<file path="src/rtl/seq_div16.sv">
// seq_div16: iterative radix-2 restoring divider for unsigned operands.
// Produces quotient and remainder over WIDTH cycles, one trial subtract per
// cycle, behind a start/busy/done handshake. Division by zero finishes
// immediately with quotient all ones, remainder = dividend and a flag.
//
// Ports:
//   clk          clock, rising edge
//   rst          asynchronous active-high reset
//   start        request, accepted in IDLE or FIN
//   dividend     numerator, captured on accepted start
//   divisor      denominator, captured on accepted start
//   busy         high while an iteration is in flight
//   done         one-cycle pulse, results valid from this cycle
//   quotient     result, held until the next FIN
//   remainder    result, held until the next FIN
//   div_by_zero  divisor==0 flag, held like the results
module seq_div16 #(
  parameter int unsigned WIDTH = 16
) (
  input  logic             clk,
  input  logic             rst,
  input  logic             start,
  input  logic [WIDTH-1:0] dividend,
  input  logic [WIDTH-1:0] divisor,
  output logic             busy,
  output logic             done,
  output logic [WIDTH-1:0] quotient,
  output logic [WIDTH-1:0] remainder,
  output logic             div_by_zero
);

  localparam int unsigned CW = $clog2(WIDTH) + 1;

  typedef enum logic [1:0] {IDLE, RUN, FIN} state_e;

  state_e           state_q, state_d;
  // The partial remainder is always below the divisor after a step, so its
  // top bit is never stored; the WIDTH+1-bit form exists only in the subtract.
  logic [WIDTH-1:0] r_q, r_d;
  logic [WIDTH-1:0] q_q, q_d;
  logic [WIDTH-1:0] dvs_q, dvs_d;
  logic [CW-1:0]    cnt_q, cnt_d;
  logic             busy_q, busy_d;
  logic             done_q, done_d;
  logic [WIDTH-1:0] quo_q, quo_d;
  logic [WIDTH-1:0] rem_q, rem_d;
  logic             dbz_q, dbz_d;

  logic             accept;
  logic             last;
  logic [WIDTH:0]   r_sh;
  logic [WIDTH:0]   t;
  logic [WIDTH-1:0] r_step;
  logic [WIDTH-1:0] q_step;

  assign accept = start && (state_q != RUN);
  assign last   = (cnt_q == CW'(WIDTH - 1));

  // One restoring step: shift in the next dividend bit, trial-subtract.
  assign r_sh   = {r_q, q_q[WIDTH-1]};
  assign t      = r_sh - {1'b0, dvs_q};
  assign r_step = t[WIDTH] ? r_sh[WIDTH-1:0] : t[WIDTH-1:0];
  assign q_step = {q_q[WIDTH-2:0], ~t[WIDTH]};

  // State register
  always_ff @(posedge clk or posedge rst) begin
    if (rst) begin
      state_q <= IDLE;
      r_q     <= '0;
      q_q     <= '0;
      dvs_q   <= '0;
      cnt_q   <= '0;
      busy_q  <= 1'b0;
      done_q  <= 1'b0;
      quo_q   <= '0;
      rem_q   <= '0;
      dbz_q   <= 1'b0;
    end else begin
      state_q <= state_d;
      r_q     <= r_d;
      q_q     <= q_d;
      dvs_q   <= dvs_d;
      cnt_q   <= cnt_d;
      busy_q  <= busy_d;
      done_q  <= done_d;
      quo_q   <= quo_d;
      rem_q   <= rem_d;
      dbz_q   <= dbz_d;
    end
  end

  // Next-state logic
  always_comb begin
    state_d = state_q;
    case (state_q)
      IDLE, FIN: begin
        if (start) begin
          state_d = (divisor == '0) ? FIN : RUN;
        end else begin
          state_d = IDLE;
        end
      end
      RUN: begin
        if (last) begin
          state_d = FIN;
        end
      end
      default: state_d = IDLE;
    endcase
  end

  // Datapath and output logic; outputs are registered from next-state values
  // so busy/done line up with the state they describe.
  always_comb begin
    r_d    = r_q;
    q_d    = q_q;
    dvs_d  = dvs_q;
    cnt_d  = cnt_q;
    quo_d  = quo_q;
    rem_d  = rem_q;
    dbz_d  = dbz_q;
    busy_d = (state_d == RUN);
    done_d = (state_d == FIN);
    if (accept) begin
      r_d   = '0;
      q_d   = dividend;
      dvs_d = divisor;
      cnt_d = '0;
      if (divisor == '0) begin
        quo_d = '1;
        rem_d = dividend;
        dbz_d = 1'b1;
      end
    end else if (state_q == RUN) begin
      r_d   = r_step;
      q_d   = q_step;
      cnt_d = cnt_q + CW'(1);
      if (last) begin
        quo_d = q_step;
        rem_d = r_step;
        dbz_d = 1'b0;
      end
    end
  end

  assign busy        = busy_q;
  assign done        = done_q;
  assign quotient    = quo_q;
  assign remainder   = rem_q;
  assign div_by_zero = dbz_q;

endmodule
</file>
<file path="config.mk">
export PLATFORM = sky130hd
export DESIGN_NAME = seq_div16
export DESIGN_NICKNAME = d
export VERILOG_FILES = /design/src/rtl/seq_div16.sv
export SDC_FILE = /design/constraint.sdc
export NUM_CORES = 1
export LEC_CHECK = 0
export CAP_MARGIN = 20
export CORE_MARGIN = 3
export CORE_UTILIZATION = 59
export DETAILED_ROUTE_END_ITERATION = 8
export PLACE_DENSITY = 0.95
export SKIP_LAST_GASP = 1
export SLEW_MARGIN = 15
export SYNTH_ARGS = -nofsm -noshare
export SYNTH_HDL_FRONTEND = slang
export SYNTH_SLANG_ARGS = --single-unit
</file>
<file path="constraint.sdc">
create_clock -name clk -period 7.25 [get_ports clk]
set_clock_uncertainty 0.15 [all_clocks]
set_input_delay 1.0875 -clock clk [delete_from_list [all_inputs] [get_ports clk]]
set_output_delay 1.0875 -clock clk [all_outputs]
set_load 0.02 [all_outputs]
</file>
==> flow_summary.yaml, run 1 <==
floorplanning:
  die_w_um: 96.3
  dieArea_sq_mm: 0.00928
  io_pins: 70
  rows: 32
  core_area_sq_mm: 0.00781
  die_h_um: 96.3
  initial_core_util_pct: 61.6
logic_synthesis:
  netlist_area_sq_mm: 0.00481
  synth_flop_cell: "dfrtp_1"
  synth_compound_area_share_pct: 22.2
  yosys.area.top_type_share_pct: 46.8
  ys_types: 56
  synth-simple-area-share_pct: 14.4
  synth_area_per_cell_sq_um: 9.44
  synth_area_leaders: "dfrtp_1 (47%), o21ai_0 (6.3%), nand2_1 (5.1%)"
  syn_nets: 564
  synth_warnings: 0
  synthMuxAreaShare_pct: 4.81
  async_flop_share_pct: 100
  synth_edf_count: 0
  ys_seq_area_share_pct: 46.8
  synth_top_family_by_area: "compound AO/OA/AOI/OAI gates"
  synthCells: 510
  synthAdderAreaFrac_pct: 5.10
  yosys.area_share.xor_xnor_pct: 2.37
  synth-seq-cells: 90
  yosysTopAreaCell: "dfrtp_1"
global_routing:
  antenna_found_initial: 0
  grt_usage_pct: 28.4
  met2_usage_pct: 46.6
  first_global_vias: 4132
  met3_usage_pct: 5.39
  grt_util_met1_pct: 36.3
  grt-busiest-layer: "met2"
  globalRouteOverflowTotal: 0
  grt_pass1_wl_mm: 20.1
  grt_max_degree: 91
critical_path:
  cp-start-kind: "primary input"
  crit_arrival_ns: 3.77
  crit_start: "start"
  critPathMaxFanout: 26
  r2r-start: "q_q[15]"
  cp-end-kind: "flip-flop"
  reg2reg_to: "r_q[7]"
  crit_required_ns: 7.35
  r2r_slack_ns: 3.87
  worstRegToRegCells: 11
  path_class: "in -> reg"
sta:
  grt_setup_unrepaired: "no"
  worst_slew_pin_slew_ns: 0.841
  holdWs_ns: 0.346
  hold_viol_final: 0
  tns_ns: 0
  fin_crit_ns: 3.67
  final_max_slew_viol_count: 0
  finalCritPeriodShare_pct: 50.6
  slew_headroom_pct: 43.8
  timing.fmax_ghz: 0.272
  setup_viol: 0
clock_tree:
  cts_hold_buf: 0
  cts.reportedPaths.clkPinSlew_ns: 0.10
  clock_latency_ns: 0.37
  cts_made_buffers: 9
  cts.path.max_buffers: 2
  htree_levels: 3
  root_buffer: "clkbuf_8"
  postCtsSetupBuffers: 0
  cts-resized-gates: 0
  cts_tree: "done"
  cts_sinks: 90
outcome:
  status: "completed"
flow_run:
  cap_violations: 0
finish:
  layout-drive-gt1-share_pct: 5.95
  fill_cells: 546
  final_nets: 620
  final_common_cell: "dfrtp_1"
  fin_area_sq_mm: 0.00574
  diodes: 0
  final_cell_mix: "dfrtp_1 (90), clkdlybuf4s50_1 (69), nand2_1 (65)"
  final_cells: 673
  layout-area-overhead-vs-synth_pct: 19.3
route:
  ant_nets: 0
  vias_per_cell: 6.40
  num_vias: 4305
  dr.pass1.iters: 5
  drt-total-wl_mm: 12.7
  wl_per_cell_um: 18.9
  drt_iter0_drc: 348
  route.detailed.drc: 0
min_path:
  hold_depth: 1
  hold_start: "quotient[14]"
  hold_class: "reg -> reg"
  worstHoldEndpoint: "quotient[14]"
placed_design:
  place_inst: 657
  globalplace.congestion: 0.885
  dp_hpwl_mm: 8.86
  dpl-instance-area_sq_mm: 0.00555
  port_buffers: 69
power:
  irDropWorstVdd_uv: 336
  power_leakage_nw: 2.48
  p_per_area_mw_per_mm2: 556
==> worst max-delay path, cell delays in order <==
cell,delay [ns]
clkdlybuf4s50_1,0.46
buf_4,0.34
nand2_1,0.59
o21ai_2,0.56
buf_4,0.37
o21ai_0,0.12
a31oi_1,0.14
o21ai_0,0.09
==> per-layer routing <==
layer | part of all wire [%] | up-vias
li1 | - | 1954
met1 | 39 | 2070
met2 | 50 | 235
met3 | 7.7 | 46
met4 | 3.7 | 0
met5 | 0 | -
==> cell type report <==
| cell class | instances | area (sq um) | area share [%] |
|---|---|---|---|
| multi-input combinational | 368 | 2360 | 41.1 |
| sequential | 90 | 2250 | 39.2 |
| timing repair buffer | 74 | 732 | 12.7 |
| clock buffer | 10 | 128 | 2.22 |
| tap | 102 | 128 | 2.22 |
| inverter | 23 | 87.6 | 1.53 |
| clock inverter | 6 | 56.3 | 0.981 |
==> Yosys cell counts, drive strengths merged, types with 2 or more instances <==
master / number
a32oi: 3
o211ai: 7
and2: 3
nor3: 5
o22a: 17
buf: 5
o21ai: 63
xnor2: 9
clkbuf: 24
a31oi: 9
nor2: 24
a21oi: 42
o21bai: 2
ha: 18
xor2: 4
nand2b: 7
mux2i: 22
a211oi: 5
nand2: 66
nand3: 8
a21o: 5
or3: 4
dfrtp: 90
nor4: 8
nand3b: 3
o221ai: 2
nor3b: 2
nand4: 5
o22ai: 4
inv: 23
nor2b: 2
a211o: 2
o21a: 2
and3: 3
o31ai: 2
==> worst max-delay path by stage <==
stage | end | slack, ns | cells after the start
final | remainder[14] | 3.58 | 8
after global routing | remainder[14] | 3.45 | 8
after CTS | remainder[14] | 3.66 | 8
after detailed placement | remainder[14] | 3.27 | 8
after global placement | remainder[14] | 3.36 | 8
after floorplan | busy | 3.68 | 1
==> sequential cells by signal (all words and copies together) (netlist names) <==
name,count
dvs_q,16
q_q,16
quotient,16
r_q,16
remainder,16
cnt_q,5
state_q,2
busy,1
div_by_zero,1
done,1
==> per-stage QoR <==
stage | power (W) | utilization [%] | worst slack, ns
2_1_floorplan | 0.00227 | - | 3.68
3_3_place_gp | 0.00271 | 71.1 | 3.36
3_5_place_dp | 0.00280 | 71.1 | 3.27
4_1_cts | 0.00316 | 73.4 | 3.66
5_1_grt | 0.00340 | 73.5 | 3.45
6_report | 0.00319 | 73.5 | 3.58
==> kinds of logic (layout without fill, tap and decap cells) <==
kind of cell               after synthesis  after routing
AOI/OAI and AO/OA                      171            171
and+or+nand+nor                        142            142
DFF                                     90             90
buffers and inverters                   52            113
muxes                                   23             23
adders and majority gates               19             19
xor gates and xnor gates                13             13
==> report_power, final <==
part | switching [W] | internal (W)
registers | 0.000173 | 0.000736
logic | 0.00116 | 0.000789
clock network | 0.000200 | 0.000133
(Power assumes the default switching activity.)
==> inputs of run 2 (changes only) <==
CORE_UTILIZATION = 49   (was 59)
PLACE_DENSITY = 0.85   (was 0.95)
clock period = 2.98 ns   (was 7.25 ns; I/O delays follow)
==> flow_summary.yaml, run 2 (synthesis results as in run 1) <==
outcome:
  status: "finished, violations left"
  failed_checks: "negative setup slack"
global_routing:
  first_global_vias: 4149
  antenna_found_initial: 0
  grt_max_degree: 61
  grt_usage_pct: 23.2
  grt_pass1_wl_mm: 20.7
  globalRouteOverflowTotal: 0
route:
  wl_per_cell_um: 18.2
  vias_per_cell: 6.00
  route.detailed.drc: 0
  drt_iter0_drc: 378
  num_vias: 4300
  drt-total-wl_mm: 13.0
  dr.pass1.iters: 5
  ant_nets: 0
clock_tree:
  cts_tree: "done"
  cts.reportedPaths.clkPinSlew_ns: 0.09
  clock_latency_ns: 0.36
  cts.path.max_buffers: 2
  cts_hold_buf: 0
  cts_sinks: 90
  htree_levels: 3
  root_buffer: "clkbuf_8"
  cts_made_buffers: 9
power:
  p_comb_share_pct: 63.1
  clkPwrFrac_pct: 10.1
  p_per_area_mw_per_mm2: 1360
  p_total_w: 0.00822
  power_leakage_nw: 2.58
  pwr-share-seq_pct: 26.8
  irDropWorstVdd_uv: 790
  power_switching_w: 0.00379
  p_int_w: 0.00443
  switching_share_pct: 46.1
finish:
  final_cell_mix: "dfrtp_1 (90), clkdlybuf4s50_1 (69), nand2_1 (65)"
  final_common_cell: "dfrtp_1"
  layout-area-overhead-vs-synth_pct: 25.2
  multi_input_area_sq_mm: 0.00243
  diodes: 0
  regArea_sq_mm: 0.00225
  final_nets: 639
  layout-drive-gt1-share_pct: 10.7
  fill_cells: 748
floorplanning:
  dieArea_sq_mm: 0.0110
  initial_core_util_pct: 51.3
  die_w_um: 105
  die_h_um: 105
  rows: 35
  core_area_sq_mm: 0.00937
  io_pins: 70
min_path:
  hold_class: "in -> async"
critical_path:
  critPathMaxFanout: 7
  reg2reg_to: "r_q[0]"
  path_class: "reg -> reg"
  crit_start: "q_q[15]"
  crit_required_ns: 3.09
  worstRegToRegCells: 13
  cp-end-kind: "flip-flop"
  crit_arrival_ns: 3.11
  cp-start-kind: "flip-flop"
  r2r-start: "q_q[15]"
  r2r_slack_ns: -0.02
placed_design:
  dp_hpwl_mm: 9.20
  port_buffers: 69
  globalplace.congestion: 0.885
sta:
  finalCritPeriodShare_pct: 101
  setup_viol: 4
  timing.fmax_ghz: 0.333
  hold_viol_final: 0
  final_max_slew_viol_count: 0
  layout_setup_ws_ns: -0.0197
  fin_crit_ns: 3.00
  slew_headroom_pct: 58.9
  holdWs_ns: 0.304
  grt_setup_unrepaired: "yes"
  worst_slew_pin_slew_ns: 0.614
flow_run:
  cap_violations: 0
-- run 2: worst max path at each step --
stage	endpoint	slack [ns]
6_report	r_q[0]	-0.02
5_1_grt	remainder[5]	-0.13
4_1_cts	r_q[0]	0.04
3_5_place_dp	remainder[15]	-0.002
3_3_place_gp	remainder[15]	0.12
2_1_floorplan	busy	0.05
-- run 2: power groups by stage --
stage	clock (W)	sequential (W)	combinational, W
final	0.000833	0.00220	0.00519
after global routing	0.000893	0.00226	0.00565
after CTS	0.000840	0.00218	0.00473
after detailed placement	0	0.00220	0.00469
after global placement	0	0.00218	0.00454
after floorplan	0	0.00230	0.00322
-- run 2: metal layers --
layer	share of wire (%)	vias to the layer above	global-route usage, %	wire length (um)
li1	-	1989	-	-
met1	41	2088	30.3	5350
met2	49	187	37.8	6420
met3	6.9	36	4.57	898
met4	2.9	0	9.56	373
met5	0	-	0	0
-- run 2: repair_timing --
action,4_1_cts,5_1_grt
pin swaps,0,20
setup endpoints to repair,1,31
gates resized for setup,1,19
setup buffers,0,5
gates cloned,0,1
-- run 2: final cells by class --
cell class | count | share of cell area [%]
Multi-Input combinational cell | 369 | 40.4
Clock inverter | 4 | 0.893
Timing Repair Buffer | 92 | 14.9
Inverter | 23 | 1.45
Clock buffer | 10 | 2.28
Tap cell | 129 | 2.68
Sequential cell | 90 | 37.4
-- run 2: stage by stage --
stage                      TNS, ns  setup WS (ns)  area, sq um  utilization, %  cells
after floorplan                  0         0.0477         4810               -    510
after global placement           0          0.117         5710            60.9    697
after detailed placement  -0.00220       -0.00220         5710            60.9    697
after CTS                        0         0.0371         5900            63.0    711
after global routing         -1.66         -0.129         6020            64.3    717
final                      -0.0300        -0.0197         6020            64.3    717
-- run 2: critical path, stage by stage, from the launching register on --
cell and delay, ns:
dfrtp_1 0.41, inv_1 0.07, ha_2 0.18, inv_2 0.04
fa_2 0.41, a211oi_2 0.27, o211ai_1 0.14, and3_1 0.21
buf_6 0.15, nor3_4 0.22, buf_6 0.17, or3_4 0.13
a21oi_2 0.06, mux2_4 0.27
==> inputs of run 3 (changes only) <==
CELL_PAD_IN_SITES_DETAIL_PLACEMENT = 2   (was default)
CELL_PAD_IN_SITES_GLOBAL_PLACEMENT = 2   (was default)
CORE_UTILIZATION = 31   (was 49)
PLACE_DENSITY = 0.86   (was 0.85)
==> flow_summary.yaml, run 3 (synthesis results as in run 1) <==
outcome:
  status: "finished, violations left"
  failed_checks: "negative setup slack"
power:
  power_leakage_nw: 2.72
  p_per_area_mw_per_mm2: 1460
  irDropWorstVdd_uv: 536
  clkPwrFrac_pct: 13.1
  pwr-share-seq_pct: 24.1
  power_switching_w: 0.00447
  switching_share_pct: 48.1
  p_comb_share_pct: 62.8
  p_int_w: 0.00483
finish:
  final_cell_mix: "dfrtp_1 (90), clkdlybuf4s50_1 (69), nand2_1 (64)"
  final_nets: 653
  diodes: 0
  layout-area-overhead-vs-synth_pct: 32.1
  fill_cells: 1576
  layout-drive-gt1-share_pct: 13.7
  final_cells: 788
  final_common_cell: "dfrtp_1"
sta:
  hold_viol_final: 0
  finalCritPeriodShare_pct: 100
  fin_crit_ns: 2.98
  layout_setup_ws_ns: -0.000294
  final_max_slew_viol_count: 0
  timing.fmax_ghz: 0.336
  slew_headroom_pct: 59.3
  holdWs_ns: 0.276
  grt_setup_unrepaired: "yes"
  worst_slew_pin_slew_ns: 0.609
  setup_viol: 1
route:
  met1_length_mm: 7.55
  ant_nets: 0
  wl_met3_um: 669
  route.detailed.drc: 0
  dr_wl_met2_mm: 9.60
  vias_per_cell: 5.70
  top_layer: "met4"
  num_vias: 4493
  drt_iter0_drc: 296
  wl_per_cell_um: 23.3
  drt-total-wl_mm: 18.4
  dr.pass1.iters: 4
clock_tree:
  htree_levels: 3
  cts_made_buffers: 9
  cts_hold_buf: 0
  clock_latency_ns: 0.35
  root_buffer: "clkbuf_16"
  cts_tree: "done"
  cts_sinks: 90
  cts.path.max_buffers: 2
  cts.reportedPaths.clkPinSlew_ns: 0.07
placed_design:
  place_inst: 766
  dp_hpwl_mm: 12.8
  port_buffers: 69
  globalplace.congestion: 0.818
global_routing:
  globalRouteOverflowTotal: 0
  grt_max_degree: 44
  first_global_vias: 5051
  grt_pass1_wl_mm: 29.0
  grt_usage_pct: 22.2
  antenna_found_initial: 0
floorplanning:
  io_pins: 70
  initial_core_util_pct: 32.4
  dieArea_sq_mm: 0.0171
  die_h_um: 131
  die_w_um: 131
  rows: 44
  core_area_sq_mm: 0.0149
critical_path:
  path_class: "reg -> reg"
  critPathMaxFanout: 6
  cp-start-kind: "flip-flop"
  worstRegToRegCells: 8
  crit_required_ns: 3.06
  cp-end-kind: "flip-flop"
  reg2reg_to: "remainder[8]"
  r2r-start: "r_q[10]"
  crit_arrival_ns: 3.06
  r2r_slack_ns: -0.0003
min_path:
  hold_class: "in -> async"
flow_run:
  cap_violations: 0
run 3: worst max-delay path, cell delays in order, from the launching register on:
cell and delay, ns:
dfrtp_1 0.44, ha_1 0.36, a21oi_1 0.25, o211ai_1 0.17, a221o_2 0.50, or3_1 0.40, nand3_1 0.12, a22oi_1 0.13
a211oi_1 0.36
run 3: per-stage QoR:
stage	TNS, ns	worst slack [ns]	total power (W)	cell area (sq um)	util, %
global route	-0.988	-0.138	0.00993	6350	42.8
global placement	0	0.0879	0.00708	5880	39.6
floorplan	0	0.0477	0.00552	4810	-
CTS	0	0.0149	0.00895	6250	42.0
detailed placement	-2.19	-0.169	0.00742	5880	39.6
finish	-0.000294	-0.000294	0.00930	6350	42.8
run 3: how the worst max path moves through the flow:
stage / start / cells after the start / to
floorplan: rst / 1 / busy
global placement: q_q[15] / 12 / r_q[3]
detailed placement: q_q[15] / 12 / remainder[15]
CTS: r_q[10] / 8 / r_q[11]
global route: r_q[10] / 12 / r_q[4]
finish: r_q[10] / 8 / remainder[8]
run 3: area by class of cell:
class                   instances  area (sq um)  area share (%)
clock buffers                   9           225            3.54
clock inverters                 7          85.1            1.34
inverters                      23          87.6            1.38
multi-input cells             369          2460            38.8
flip-flops and latches         90          2250            35.4
well taps                     184           230            3.62
repair buffers                106          1010            15.9
run 3: repair_timing:
item                       in CTS  in global routing
hold endpoints to repair        0                  0
pin swaps                       4                 11
buffers inserted                1                  4
gates resized for setup        12                 14
cloned                          0                  1
setup endpoints to repair      28                 29
run 3: power groups by stage:
stage               Combinational (W)  Sequential (W)  Clock [W]
floorplan                     0.00322         0.00230          0
global placement              0.00488         0.00220          0
detailed placement            0.00518         0.00224          0
CTS                           0.00548         0.00223    0.00124
global route                  0.00634         0.00230    0.00129
finish                        0.00584         0.00224    0.00122
run 3: routing by layer:
metal / vias up / GRT usage (%)
li1: 2017 / -
met1: 2326 / 27.5
met2: 114 / 39.4
met3: 36 / 2.60
met4: 0 / 8.59
met5: - / 0
